**src/rtl/apb_pkg.sv**
```systemverilog
// Shared definitions for the APB requester bridge: FSM state encoding,
// response/slave error codes and the timeout counter width helper.
package apb_pkg;

  // Bridge FSM states.
  typedef enum logic [1:0] {
    IDLE   = 2'd0,
    SETUP  = 2'd1,
    ACCESS = 2'd2,
    RESP   = 2'd3
  } apb_state_e;

  // Response error codes; the first three match the slave's PSLVERR encoding.
  localparam logic [1:0] ERR_OK      = 2'b00;
  localparam logic [1:0] ERR_ADDR    = 2'b01;
  localparam logic [1:0] ERR_PARITY  = 2'b10;
  localparam logic [1:0] ERR_TIMEOUT = 2'b11;

  // Byte strobe width of the APB data path.
  localparam int STRB_WD = 4;

  // Width of a counter that must hold 0..cyc; at least one bit so a
  // disabled timeout (cyc == 0) still elaborates cleanly.
  function automatic int cnt_width(input int cyc);
    return (cyc < 1) ? 1 : $clog2(cyc + 1);
  endfunction

endpackage

```
**src/rtl/apb_wait_timer.sv**
```systemverilog
// Wait-state counter for the ACCESS phase. Counts enabled cycles from zero
// and flags expiry once the count sits at TIMEOUT_CYC-1, so the bridge aborts
// on the TIMEOUT_CYC-th stalled ACCESS edge. TIMEOUT_CYC == 0 never expires.
module apb_wait_timer
  import apb_pkg::*;
#(
  parameter int TIMEOUT_CYC = 64
) (
  input  logic clk,
  input  logic rst_n,
  input  logic clear,
  input  logic enable,
  output logic expired
);

  localparam int CNT_WD = cnt_width(TIMEOUT_CYC);

  logic [CNT_WD-1:0] count_q;

  // Counter: clear wins, otherwise step while enabled and not yet at the limit.
  always_ff @(posedge clk or negedge rst_n) begin
    if (!rst_n) begin
      count_q <= '0;
    end else if (clear) begin
      count_q <= '0;
    end else if (enable && !expired) begin
      count_q <= count_q + 1'b1;
    end
  end

  generate
    if (TIMEOUT_CYC == 0) begin : g_no_timeout
      assign expired = 1'b0;
    end else begin : g_timeout
      localparam logic [CNT_WD-1:0] LIMIT = CNT_WD'(TIMEOUT_CYC - 1);
      assign expired = (count_q == LIMIT);
    end
  endgenerate

endmodule

```
**src/rtl/apb_master_bridge.sv**
```systemverilog
// APB requester bridge: turns one host command into an APB SETUP/ACCESS
// transfer, waits for PREADY (or a wait-state timeout) and returns exactly
// one response per command. Only one transfer is ever outstanding.
//
// Handshakes: a command transfers on a rising PCLK where cmd_valid and
// cmd_ready are both high; a response transfers on a rising PCLK where
// rsp_valid and rsp_ready are both high. rsp_valid, rsp_rdata and rsp_err
// stay stable from assertion until that transfer.
module apb_master_bridge
  import apb_pkg::*;
#(
  parameter int DATA_WD     = 32,
  parameter int ADDR_WD     = 16,
  parameter int TIMEOUT_CYC = 64
) (
  input  logic               PCLK,
  input  logic               PRESETn,
  // host command channel
  input  logic               cmd_valid,
  output logic               cmd_ready,
  input  logic               cmd_write,
  input  logic [ADDR_WD-1:0] cmd_addr,
  input  logic [DATA_WD-1:0] cmd_wdata,
  input  logic [STRB_WD-1:0] cmd_strb,
  // host response channel
  output logic               rsp_valid,
  input  logic               rsp_ready,
  output logic [DATA_WD-1:0] rsp_rdata,
  output logic [1:0]         rsp_err,
  // APB requester side
  output logic               PSEL,
  output logic               PENABLE,
  output logic               PWRITE,
  output logic [ADDR_WD-1:0] PADDR,
  output logic [DATA_WD-1:0] PWDATA,
  output logic [STRB_WD-1:0] PSTRB,
  input  logic               PREADY,
  input  logic [DATA_WD-1:0] PRDATA,
  input  logic [1:0]         PSLVERR
);

  apb_state_e state_q;
  apb_state_e state_d;

  logic accept;
  logic access_done;
  logic access_abort;
  logic timer_clear;
  logic timer_enable;
  logic timer_expired;

  // PREADY takes priority over an expiring timer on the same edge.
  assign accept       = (state_q == IDLE) && cmd_valid;
  assign access_done  = (state_q == ACCESS) && PREADY;
  assign access_abort = (state_q == ACCESS) && !PREADY && timer_expired;
  assign timer_enable = (state_q == ACCESS) && !PREADY;
  assign timer_clear  = (state_q == RESP) && rsp_ready;

  apb_wait_timer #(
    .TIMEOUT_CYC (TIMEOUT_CYC)
  ) u_wait_timer (
    .clk     (PCLK),
    .rst_n   (PRESETn),
    .clear   (timer_clear),
    .enable  (timer_enable),
    .expired (timer_expired)
  );

  // State register; async reset drops PSEL/PENABLE immediately mid-transfer.
  always_ff @(posedge PCLK or negedge PRESETn) begin
    if (!PRESETn) begin
      state_q <= IDLE;
    end else begin
      state_q <= state_d;
    end
  end

  // Next-state logic and state-decoded handshake/APB control outputs.
  always_comb begin
    state_d   = state_q;
    cmd_ready = 1'b0;
    rsp_valid = 1'b0;
    PSEL      = 1'b0;
    PENABLE   = 1'b0;
    case (state_q)
      IDLE: begin
        cmd_ready = 1'b1;
        if (cmd_valid) begin
          state_d = SETUP;
        end
      end
      SETUP: begin
        PSEL    = 1'b1;
        state_d = ACCESS;
      end
      ACCESS: begin
        PSEL    = 1'b1;
        PENABLE = 1'b1;
        if (access_done || access_abort) begin
          state_d = RESP;
        end
      end
      RESP: begin
        rsp_valid = 1'b1;
        if (rsp_ready) begin
          state_d = IDLE;
        end
      end
      default: begin
        state_d = IDLE;
      end
    endcase
  end

  // Request capture: APB address/data/strobes are frozen for the whole
  // transfer; reads drive zero data and zero strobes.
  always_ff @(posedge PCLK or negedge PRESETn) begin
    if (!PRESETn) begin
      PWRITE <= 1'b0;
      PADDR  <= '0;
      PWDATA <= '0;
      PSTRB  <= '0;
    end else if (accept) begin
      PWRITE <= cmd_write;
      PADDR  <= cmd_addr;
      PWDATA <= cmd_write ? cmd_wdata : '0;
      PSTRB  <= cmd_write ? cmd_strb : '0;
    end
  end

  // Response capture at the end of ACCESS; held until the next completion.
  always_ff @(posedge PCLK or negedge PRESETn) begin
    if (!PRESETn) begin
      rsp_rdata <= '0;
      rsp_err   <= ERR_OK;
    end else if (access_done) begin
      rsp_rdata <= PWRITE ? '0 : PRDATA;
      rsp_err   <= PSLVERR;
    end else if (access_abort) begin
      rsp_rdata <= '0;
      rsp_err   <= ERR_TIMEOUT;
    end
  end

endmodule

```
**config.mk**
```make
export PLATFORM = sky130hd
export DESIGN_NAME = apb_master_bridge
export DESIGN_NICKNAME = d
export VERILOG_FILES = /design/src/rtl/apb_pkg.sv /design/src/rtl/apb_wait_timer.sv /design/src/rtl/apb_master_bridge.sv
export SDC_FILE = /design/constraint.sdc
export NUM_CORES = 1
export LEC_CHECK = 0
export BUFFER_PORTS_ARGS = -buffer_cell sky130_fd_sc_hd__buf_2
export CAP_MARGIN = 30
export CORE_MARGIN = 5
export CORE_UTILIZATION = 46
export DETAILED_ROUTE_END_ITERATION = 10
export PLACE_DENSITY = 0.88
export SYNTH_ARGS = -nofsm -noshare
export SYNTH_HDL_FRONTEND = slang
export SYNTH_SLANG_ARGS = --single-unit
```
**constraint.sdc**
```tcl
create_clock -name PCLK -period 2.35 [get_ports PCLK]
set_clock_uncertainty 0.15 [all_clocks]
set_input_delay 0.47 -clock PCLK [delete_from_list [all_inputs] [get_ports PCLK]]
set_output_delay 0.47 -clock PCLK [all_outputs]
set_load 0.05 [all_outputs]
```
* After elaboration in Yosys (flattened, before gate mapping)
Index checks and enable logic that the tools add are counted.
** Word-level totals
- Flip-flop bits (word level) :: 96
- Latch bits :: 0
- Bits in writable memories :: 0
- Bits in read-only memories :: 0
- Input bits :: 92
- Output and inout bits :: 91
- Logic and storage cells :: 47
- Memories :: 0
** Cells by class
- Add/sub/neg operators :: 1
- Multiply operators :: 0
- Divide/modulo/power cells :: 0
- Magnitude comparators :: 0
- Eq/ne operators :: 7
- Shift-type cells :: 0
- Muxes and demuxes :: 17
- Bitwise gates (word level) :: 0
- Reductions and logical operators :: 14
** Operators with widths (count)
- $mux 32 :: 4
- $mux 7 :: 2
- $mux 2 :: 5
- $pmux 2 s4 :: 1
- $add 7x1->7 const B :: 1
- $eq 7x6->1 const B :: 1
- $logic_and 1x1->1 :: 6
- $eq 2x2->1 const B :: 2
- $mux 1 :: 4
- $mux 4 :: 1
- $ne 2x2->1 const B :: 2
- $reduce_bool 2->1 :: 2
- $reduce_and 3->1 :: 1
- $eq 2x1->1 const B :: 1
- $logic_not 1->1 :: 2
- $logic_not 2->1 :: 1
- $ne 2x1->1 const B :: 1
- $reduce_or 2->1 :: 1
- $logic_or 1x1->1 :: 1

* Depth between registers and ports, before layout
Gate-level depths: netlist of run 1.
- Depth in word-level cells :: 6
- Gate-level depth with buffers :: 7

* By module
From an unflattened synthesis of run 1, not the netlist that was laid out.
** Unflattened totals
- Cells, all modules :: 330
- Area total of the unflattened synthesis :: 3823.7 µm²
** By module, submodules not included
- apb_master_bridge :: times used 1, cells an instance 288, area each 3403.3 µm², sequential area each 2227.1 µm²
- apb_wait_timer :: times used 1, cells an instance 42, area each 420.4 µm², sequential area each 175.2 µm²

* Least setup slack after synthesis of run 1
OpenSTA, ideal clock, no wires.
- Kind :: register to register
- Start point :: reg state_q[0]
- End point :: reg state_q[1]
- Arrival time :: 1.774 ns
- Path slack :: 0.301 ns
- Stages on the path, launching flop included :: 7
- Path buffers :: 0
- Clock period less this slack :: 2.049 ns
- Path through :: dfrtp_1 inv_1 ha_1 and2b_1 o21ai_2 and2_4 mux2_4
** Between the ends
- Word-level cells in the longest chain between the ends :: 6
- Elaborated cells on any way between the ends :: 13
- Those cells by class :: eq/ne (6); mux (1); reduce/logical (6)
** Ends and longest elaborated chain
- from (decl) :: RTL line apb_master_bridge.sv:42 : apb_state_e state_q;
- from (signal assigned) :: RTL line apb_master_bridge.sv:74 : state_q <= state_d;
- $eq 2x2->1 :: RTL line apb_master_bridge.sv:54, apb_master_bridge.sv:55, apb_master_bridge.sv:85
- $logic_and 1x1->1 (2 in series) :: RTL line apb_master_bridge.sv:55 : assign access_abort = (state_q == ACCESS) && !PREADY && timer_expired;
- $logic_or 1x1->1 :: RTL line apb_master_bridge.sv:99 : if (access_done || access_abort) begin
- $ne 2x1->1 (no line)
- $reduce_and 3->1 (no line)
Parallel ways exist; a longest one is shown, timed or not.
A chain may end at the register's enable or synchronous reset.

* Worst setup path in the final report of run 1
- Start point :: reg state_q[0]
- End point :: out PENABLE
** Between the ends
- Word-level cells in the longest chain between the ends :: 2
** Ends and longest elaborated chain
- $eq 2x2->1 :: RTL line apb_master_bridge.sv:85 : case (state_q)
- $mux 1 :: RTL line apb_master_bridge.sv:85
- to (decl) :: RTL line apb_master_bridge.sv:32 : output logic PENABLE,
Every way passes these cells.

==> results of run 1 <==
-- per-layer routing --
metal	track usage	vias up	wire length [µm]
met1	0.225	1424	3860
li1	-	1473	-
met3	0.0468	8	762
met2	0.293	124	4360
met4	0.0481	0	75
met5	0	-	0
-- path summary, 6_finish.rpt --
path,from,end,depth (start not counted)
setup / recovery,state_q[0]$_DFFE_PN0P_,PENABLE,3
hold / removal,PRESETn,rsp_rdata[13]$_DFFE_PN0P_,2
setup reg to reg,state_q[1]$_DFFE_PN0P_,PWDATA[31]$_DFFE_PN0P_,5
hold reg to reg,PWDATA[29]$_DFFE_PN0P_,PWDATA[29]$_DFFE_PN0P_,2
max in group asynchronous,PRESETn,u_wait_timer.count_q[3]$_DFFE_PN0P_,2
min in group PCLK,PRDATA[1],rsp_rdata[1]$_DFFE_PN0P_,2
-- flip-flops by register name, indices dropped and copies added (netlist names) --
name and cells:
state_q 2, PADDR 16, rsp_rdata 32, rsp_err 2
PSTRB 4, u_wait_timer.count_q 7, PWDATA 32, PWRITE 1
-- power groups by stage --
| stage | registers [mW] | logic (mW) | clock network, mW |
|---|---|---|---|
| floorplan | 5.24 | 1.29 | 0 |
| global placement | 2.80 | 4.79 | 0 |
| detailed placement | 2.82 | 4.89 | 0 |
| CTS | 2.80 | 4.89 | 1.02 |
| global route | 2.91 | 5.11 | 1.08 |
| finish | 2.80 | 4.84 | 0.992 |
-- critical path, stage by stage, from the launching register on --
cell,delay [ns]
dfrtp_1,0.41
inv_1,0.09
ha_1,0.30
buf_2,0.32
-- cells in the final DEF (no fill, tap or decap), types with 2 or more instances in the layout --
master,count
xnor2_1,2
dfrtp_1,96
mux2_2,17
a22o_2,3
a21oi_1,3
inv_6,3
buf_4,4
a211oi_1,2
buf_12,2
o21ai_0,36
nor2_4,2
buf_2,181
clkbuf_8,9
nor2_1,7
a22o_1,29
a21oi_2,2
nand2_1,75
nor2b_1,2
inv_1,5
ha_1,4
-- cell families (layout without fill, tap and decap cells) --
| logic type | Yosys count | after routing |
|---|---|---|
| AND/OR/NAND/NOR | 99 | 99 |
| AO/OA/AOI/OAI | 79 | 79 |
| multiplexers | 19 | 19 |
| buffers and inverters | 25 | 208 |
| XOR/XNOR | 3 | 3 |
| adder cells (fa/ha/maj) | 4 | 4 |
| flip-flops | 96 | 96 |
-- metrics by stage --
stage          area, µm²  utilization  power (mW)  instances  worst slack [ns]
2_1_floorplan       3840            -        6.53        325             0.301
3_3_place_gp        4830        0.591        7.59        597             0.543
3_5_place_dp        4830        0.591        7.71        597             0.426
4_1_cts             5010        0.613        8.71        613             0.241
5_1_grt             5010        0.613        9.10        613             0.188
6_report            5010        0.613        8.63        613             0.258
-- cell type report --
cell class	count	area [µm²]
Fill cell	674	3160
Timing Repair Buffer	187	976
Tap cell	105	131
Multi-Input combinational cell	204	1310
Clock inverter	6	51.3
Inverter	5	18.8
Sequential cell	96	2400
Clock buffer	10	128
==> summary.txt, run 1 <==
Global routing
  – First-pass GRT wire length: 14400 µm
  – Initial antenna violation count: 0
  – Grt total ovfl: 0
  – Vias in the first global route: 3089
  – Largest net degree at the start of global routing: 97
  – Total GRT Usage: 0.175

Pwr
  – Clock power frac: 0.115
  – Psw: 4.64 mW
  – Power per cell area: 1720 nW/µm²
  – VDD IR-drop max: 0.867 mV
  – Logic pwr share: 0.561
  – Sw Share: 0.537
  – Internal: 3.99 mW
  – Register share of total power: 0.324
  – P_leak: 2.72 nW

Logic synthesis
  – Cell count after synthesis: 325
  – Post-synth top cells: dfrtp_1 (96), nand2_1 (76), o21ai_0 (36)
  – Synth Area in Adders: 0.0130
  – Synthesized area: 3840 µm²
  – Compound-Gate Fraction of Synth Area: 0.144
  – Post-synthesis sequential area ratio: 0.626
  – Post-synthesis xor/xnor area fraction: 0.00684
  – Mux share of post-synthesis cell area: 0.0564
  – Synth top area cells: dfrtp_1 (63%), nand2_1 (7.4%), a22o_1 (6.6%)
  – Largest family of logic cells by synthesized area: compound AO/OA/AOI/OAI gates
  – Simple-gate share of the synthesized area: 0.119
  – Async set-reset flop share out of synthesis: 1.00
  – Synth Area per Inst: 11.8 µm²
  – Top-area cell type share of the netlist area: 0.626
  – Post-synth top flop: dfrtp_1
  – Top cell type by total area after synthesis: dfrtp_1
  – Post-synth EDFFs: 0
  – Syn Nets: 421
  – Count leader, synth: dfrtp_1
  – Synthesized flop and latch total: 96
  – Cell variety after synth: 38
  – Synth Warn #: 0

Critical path
  – Type of element launching the critical path: flop
  – Worst Setup End Kind: output pin
  – Maximum fanout along the worst path: 6
  – R2R Setup Slk: 0.39 ns
  – CP arrival: 1.47 ns
  – WS Path Type: reg2out
  – Worst path required time: 1.73 ns

STA
  – Setup TNS: 0 ns
  – Relative slew margins: 0.582
  – Slew Limit Fails: 0
  – RSZ-0062 raised after global routing: false
  – Hold slack: -0.0155 ns
  – Min cycle time layout: 2.09 ns
  – Worst-Margin Slew: 0.628 ns
  – Final Setup Violations: 0
  – Max frequency: 0.478 GHz
  – Final Hold Viols: 7
  – Final Cycle Share: 0.890

Die
  – Initial Utilization: 0.470
  – Die Y: 101 µm
  – Chip width: 101 µm
  – Die area: 10300 µm²
  – FP Rows: 33
  – Core Area: 8180 µm²
  – Boundary Pins: 183

Detailed routing
  – Initial DRT Pass Iterations: 4
  – Antenna viol nets, final: 0
  – Routed WL per cell: 14.8 µm
  – Post-Route WL: 9050 µm
  – Number of DRC markers in iteration 0: 92
  – DRC: 0
  – Vias/cell: 4.94
  – Vias: 3029

Status
  – Status: complete, but fails checks
  – Failing checks: hold timing

Clocking
  – CTS Buffer Depth: 2
  – Post CTS Setup Buffer Count: 0
  – Clock latency on the worst-skew pair: 0.35 ns
  – CTS H-Tree Depth: 3
  – Clk root buf: clkbuf_8
  – CTS tree: done
  – Sink Count: 96
  – Cts bufs inserted: 9
  – Post-cts repair resize count: 0
  – Clock Pin Slew Worst Setup and Hold Paths: 0.10 ns
  – CTS Hold Bufs: 0

Place
  – Placer Congestion: 0.791
  – # port buffers: 182
  – Placed wire-length estimate: 6730 µm

Finish
  – Area Overhead vs Synth: 30.6%
  – Final net count: 599
  – Ant. Diodes: 0
  – Layout cells sized above 1: 0.463

Run
  – Max-cap viol count: 0

Min path
  – Min-Delay Path Class: in2async
(Power assumes the default switching activity.)
==> run 2, diff against run 1 <==
--- a/config.mk
+++ b/config.mk
@@ -10,7 +10,8 @@
 export CORE_MARGIN = 5
 export CORE_UTILIZATION = 46
 export DETAILED_ROUTE_END_ITERATION = 10
-export PLACE_DENSITY = 0.88
+export PLACE_DENSITY = 0.89
 export SYNTH_ARGS = -nofsm -noshare
 export SYNTH_HDL_FRONTEND = slang
+export SYNTH_HIERARCHICAL = 1
 export SYNTH_SLANG_ARGS = --single-unit
==> run 2 against run 1 <==
Against the previous run:
- the run now ends clean
- utilization rose by 0.69 points
- clock power fell by 2.4%
- global-route usage rose by 1.6 points
- hold slack improved by 0.20 ns
- first-iteration DRC count rose by 130%
- sequential power fell by 2%
- die area fell by 0.35%
- design area rose by 1.1%
- sequential share of layout area fell by 0.53 points
- via count rose by 5.1%
- sequential cell count did not move
- combinational power fell by 2%
- critical endpoint is now state_q[1]$_DFFE_PN0P_
- largest cell class unchanged
- largest power group unchanged
==> summary.txt, run 2 <==
STA
  – Max frequency: 0.454 GHz (was 0.478 GHz)
  – Worst-Margin Slew: 0.643 ns (was 0.628 ns)
  – Setup TNS: 0 ns (unchanged)
  – Slew Limit Fails: 0 (unchanged)
  – Final Setup Violations: 0 (unchanged)
  – RSZ-0062 raised after global routing: false (unchanged)
  – Final Hold Viols: 0 (was 7)
  – Min cycle time layout: 2.20 ns (was 2.09 ns)
  – Worst Slack Setup Final: 0.148 ns (was 0.258 ns)
  – Relative slew margins: 0.572 (was 0.582)
  – Final Cycle Share: 0.937 (was 0.890)

Clocking
  – CTS tree: done (unchanged)
  – Clk root buf: clkbuf_8 (unchanged)
  – CTS H-Tree Depth: 3 (unchanged)
  – Post CTS Setup Buffer Count: 0 (unchanged)
  – Sink Count: 96 (unchanged)
  – CTS Buffer Depth: 2 (unchanged)
  – Clock latency on the worst-skew pair: 0.35 ns (about the same)
  – Cts bufs inserted: 9 (unchanged)
  – Clock Pin Slew Worst Setup and Hold Paths: 0.10 ns (about the same)

Finish
  – Layout cells sized above 1: 0.443 (was 0.463)
  – Ant. Diodes: 0 (unchanged)
  – Area Overhead vs Synth: 32.6% (was 30.6%)
  – Most frequent cells in the layout: buf_2 (181), dfrtp_1 (96), nand2_1 (77) (was buf_2 (181), dfrtp_1 (96), nand2_1 (75))
  – Commonest non-fill, non-tap cell in the layout: buf_2 (unchanged)
  – Final net count: 609 (was 599)
  – Top Registers: PWDATA x32, rsp_rdata x32, PADDR x16 (unchanged)

Pwr
  – Power per cell area: 1670 nW/µm² (was 1720 nW/µm²)
  – VDD IR-drop max: 0.843 mV (was 0.867 mV)
  – P_leak: 2.70 nW (was 2.72 nW)

Critical path
  – Critical path's slowest cell: dfrtp_1 (unchanged)
  – Worst R2R End: state_q[1]$_DFFE_PN0P_ (was PWDATA[31]$_DFFE_PN0P_)
  – Reg2reg start: u_wait_timer/count_q[1]$_DFFE_PN0P_ (was state_q[1]$_DFFE_PN0P_)
  – Crit path largest cell delay: 0.40 ns (was 0.41 ns)
  – Crit-path cells: ha_1 > and4b_1 > nand3_1 > inv_1 > buf_4 > nor2_1 > a222oi_1 > mux2_1 (was inv_1 > ha_1 > buf_2)
  – Worst path required time: 2.43 ns (was 1.73 ns)
  – Type of element launching the critical path: flop (unchanged)
  – WS Path Type: reg2reg (was reg2out)
  – R2R Setup Slk: 0.15 ns (was 0.39 ns)
  – Crit. Startpoint: u_wait_timer/count_q[1]$_DFFE_PN0P_ (was state_q[0]$_DFFE_PN0P_)
  – Worst Setup End Kind: flop (was output pin)
  – Reg2reg path depth: 8 (was 5)
  – CP arrival: 2.28 ns (was 1.47 ns)
  – Maximum fanout along the worst path: 4 (was 6)

Logic synthesis
  – Cell variety after synth: 35 (was 38)
  – Synth Warn #: 6 (was 0)
  – Top-area cell type share of the netlist area: 0.628 (was 0.626)
  – Post-synth EDFFs: 0 (unchanged)
  – Count leader, synth: dfrtp_1 (unchanged)
  – Post-synthesis sequential area ratio: 0.628 (was 0.626)
  – Synth Area per Inst: 11.6 µm² (was 11.8 µm²)
  – Cell count after synthesis: 330 (was 325)
  – Syn Nets: 427 (was 421)
  – Top cell type by total area after synthesis: dfrtp_1 (unchanged)
  – Async set-reset flop share out of synthesis: 1.00 (unchanged)
  – Post-synth top cells: dfrtp_1 (96), nand2_1 (78), o21ai_0 (38) (was dfrtp_1 (96), nand2_1 (76), o21ai_0 (36))
  – Synthesized area: 3820 µm² (was 3840 µm²)
  – Synth top area cells: dfrtp_1 (63%), nand2_1 (7.7%), a22o_1 (7.3%) (was dfrtp_1 (63%), nand2_1 (7.4%), a22o_1 (6.6%))
  – Post-synth top flop: dfrtp_1 (unchanged)
  – Synthesized flop and latch total: 96 (unchanged)

Die
  – Die Y: 101 µm (about the same)
  – Die area: 10200 µm² (was 10300 µm²)
  – Initial Utilization: 0.468 (was 0.470)
  – Core Area: 8180 µm² (unchanged)
  – FP Rows: 33 (unchanged)
  – Chip width: 101 µm (about the same)
  – Boundary Pins: 183 (unchanged)

Detailed routing
  – Number of DRC markers in iteration 0: 211 (was 92)
  – DRC: 0 (unchanged)
  – Routed WL per cell: 15.9 µm (was 14.8 µm)
  – Antenna viol nets, final: 0 (unchanged)
  – Vias: 3182 (was 3029)
  – Initial DRT Pass Iterations: 4 (unchanged)
  – Vias/cell: 5.12 (was 4.94)
  – Post-Route WL: 9890 µm (was 9050 µm)

Global routing
  – First-pass GRT wire length: 15700 µm (was 14400 µm)
  – Initial antenna violation count: 0 (unchanged)
  – Total GRT Usage: 0.191 (was 0.175)
  – Largest net degree at the start of global routing: 90 (was 97)
  – Vias in the first global route: 3299 (was 3089)
  – Grt total ovfl: 0 (unchanged)

Place
  – Setup WS pre-CTS: 0.168 ns (was 0.426 ns)
  – # port buffers: 182 (unchanged)
  – Placed wire-length estimate: 7490 µm (was 6730 µm)
  – Placer Congestion: 0.799 (was 0.791)

Min path
  – Hold EP: rsp_rdata[13]$_DFFE_PN0P_
  – Worst hold stages: 2
  – Hold_sp: PRDATA[13]
  – Min-Delay Path Class: in2reg (was in2async)

Run
  – Max-cap viol count: 0 (unchanged)

Status
  – Status: finished, final reports clean (was complete, but fails checks)
[run 2: cell count changes in the layout (fill, tap and decap cells not counted), moves of 3 or more]
cell / change
a21oi_1: -3
a22o_1: +3
a22o_2: -3
a31oi_1: +3
buf_4: +3
inv_1: +3
nor2_1: -4
[run 2: timing repair]
action                    4_1_cts  5_1_grt
gates resized for setup         0        0
hold endpoints to repair       37        0
hold buffers                    1        0
[run 2: per-stage QoR]
step	power, mW	std cells	hold WS [ns]	cell area, µm²	util
2_1_floorplan	6.32	330	0.0244	3820	-
3_3_place_gp	7.33	604	0.307	4860	0.594
3_5_place_dp	7.54	605	0.315	4880	0.597
4_1_cts	8.52	622	0.162	5070	0.620
5_1_grt	8.90	622	0.165	5070	0.620
6_report	8.44	622	0.184	5070	0.620
[run 2: cell type report]
| cell class | count | area, µm² |
|---|---|---|
| Fill cell | 684 | 3110 |
| Sequential cell | 96 | 2400 |
| Multi-Input combinational cell | 205 | 1290 |
| Timing Repair Buffer | 192 | 1040 |
| Clock buffer | 11 | 131 |
| Tap cell | 105 | 131 |
| Clock inverter | 5 | 42.5 |
| Inverter | 8 | 30.0 |
[run 2: how the worst max path moves through the flow]
stage | to | slack, ns | depth (start not counted)
6_report | state_q[1]$_DFFE_PN0P_ | 0.15 | 8
5_1_grt | state_q[1]$_DFFE_PN0P_ | 0.02 | 8
4_1_cts | state_q[1]$_DFFE_PN0P_ | 0.15 | 8
3_5_place_dp | state_q[1]$_DFFE_PN0P_ | 0.17 | 8
3_3_place_gp | rsp_rdata[21]$_DFFE_PN0P_ | 0.02 | 6
2_1_floorplan | u_wait_timer/count_q[5]$_DFFE_PN0P_ | 0.22 | 7
[run 2: cell families (layout without fill, tap and decap cells)]
kind of cell,Yosys count,count (layout),synth area share
AO/OA/AOI/OAI,88,88,0.161
adder cells (fa/ha/maj),5,5,0.0164
buffers and inverters,29,216,0.0347
flip-flops,96,96,0.628
multiplexers,18,18,0.0530
AND/OR/NAND/NOR,94,94,0.106
[run 2: critical path: cells and delay by family (launching register included)]
| kind | cells | cell delay (ns) |
|---|---|---|
| simple gates | 3 | 0.38 |
| flops | 1 | 0.40 |
| mux | 1 | 0.36 |
| compound gates | 1 | 0.40 |
| fa+ha+maj | 1 | 0.20 |
| buf+inv | 2 | 0.21 |
[run 2: report_power, final]
group / total (mW) / switching, mW / internal (mW)
clock: 0.968 / 0.572 / 0.396
combinational: 4.72 / 3.53 / 1.20
sequential: 2.75 / 0.394 / 2.36
[run 2: layer usage]
metal	up-vias	part of all wire	GRT usage
met2	137	0.51	0.334
met4	0	0.0067	0.0511
met5	-	0	0
li1	1519	-	-
met1	1517	0.40	0.237
met3	9	0.085	0.0475
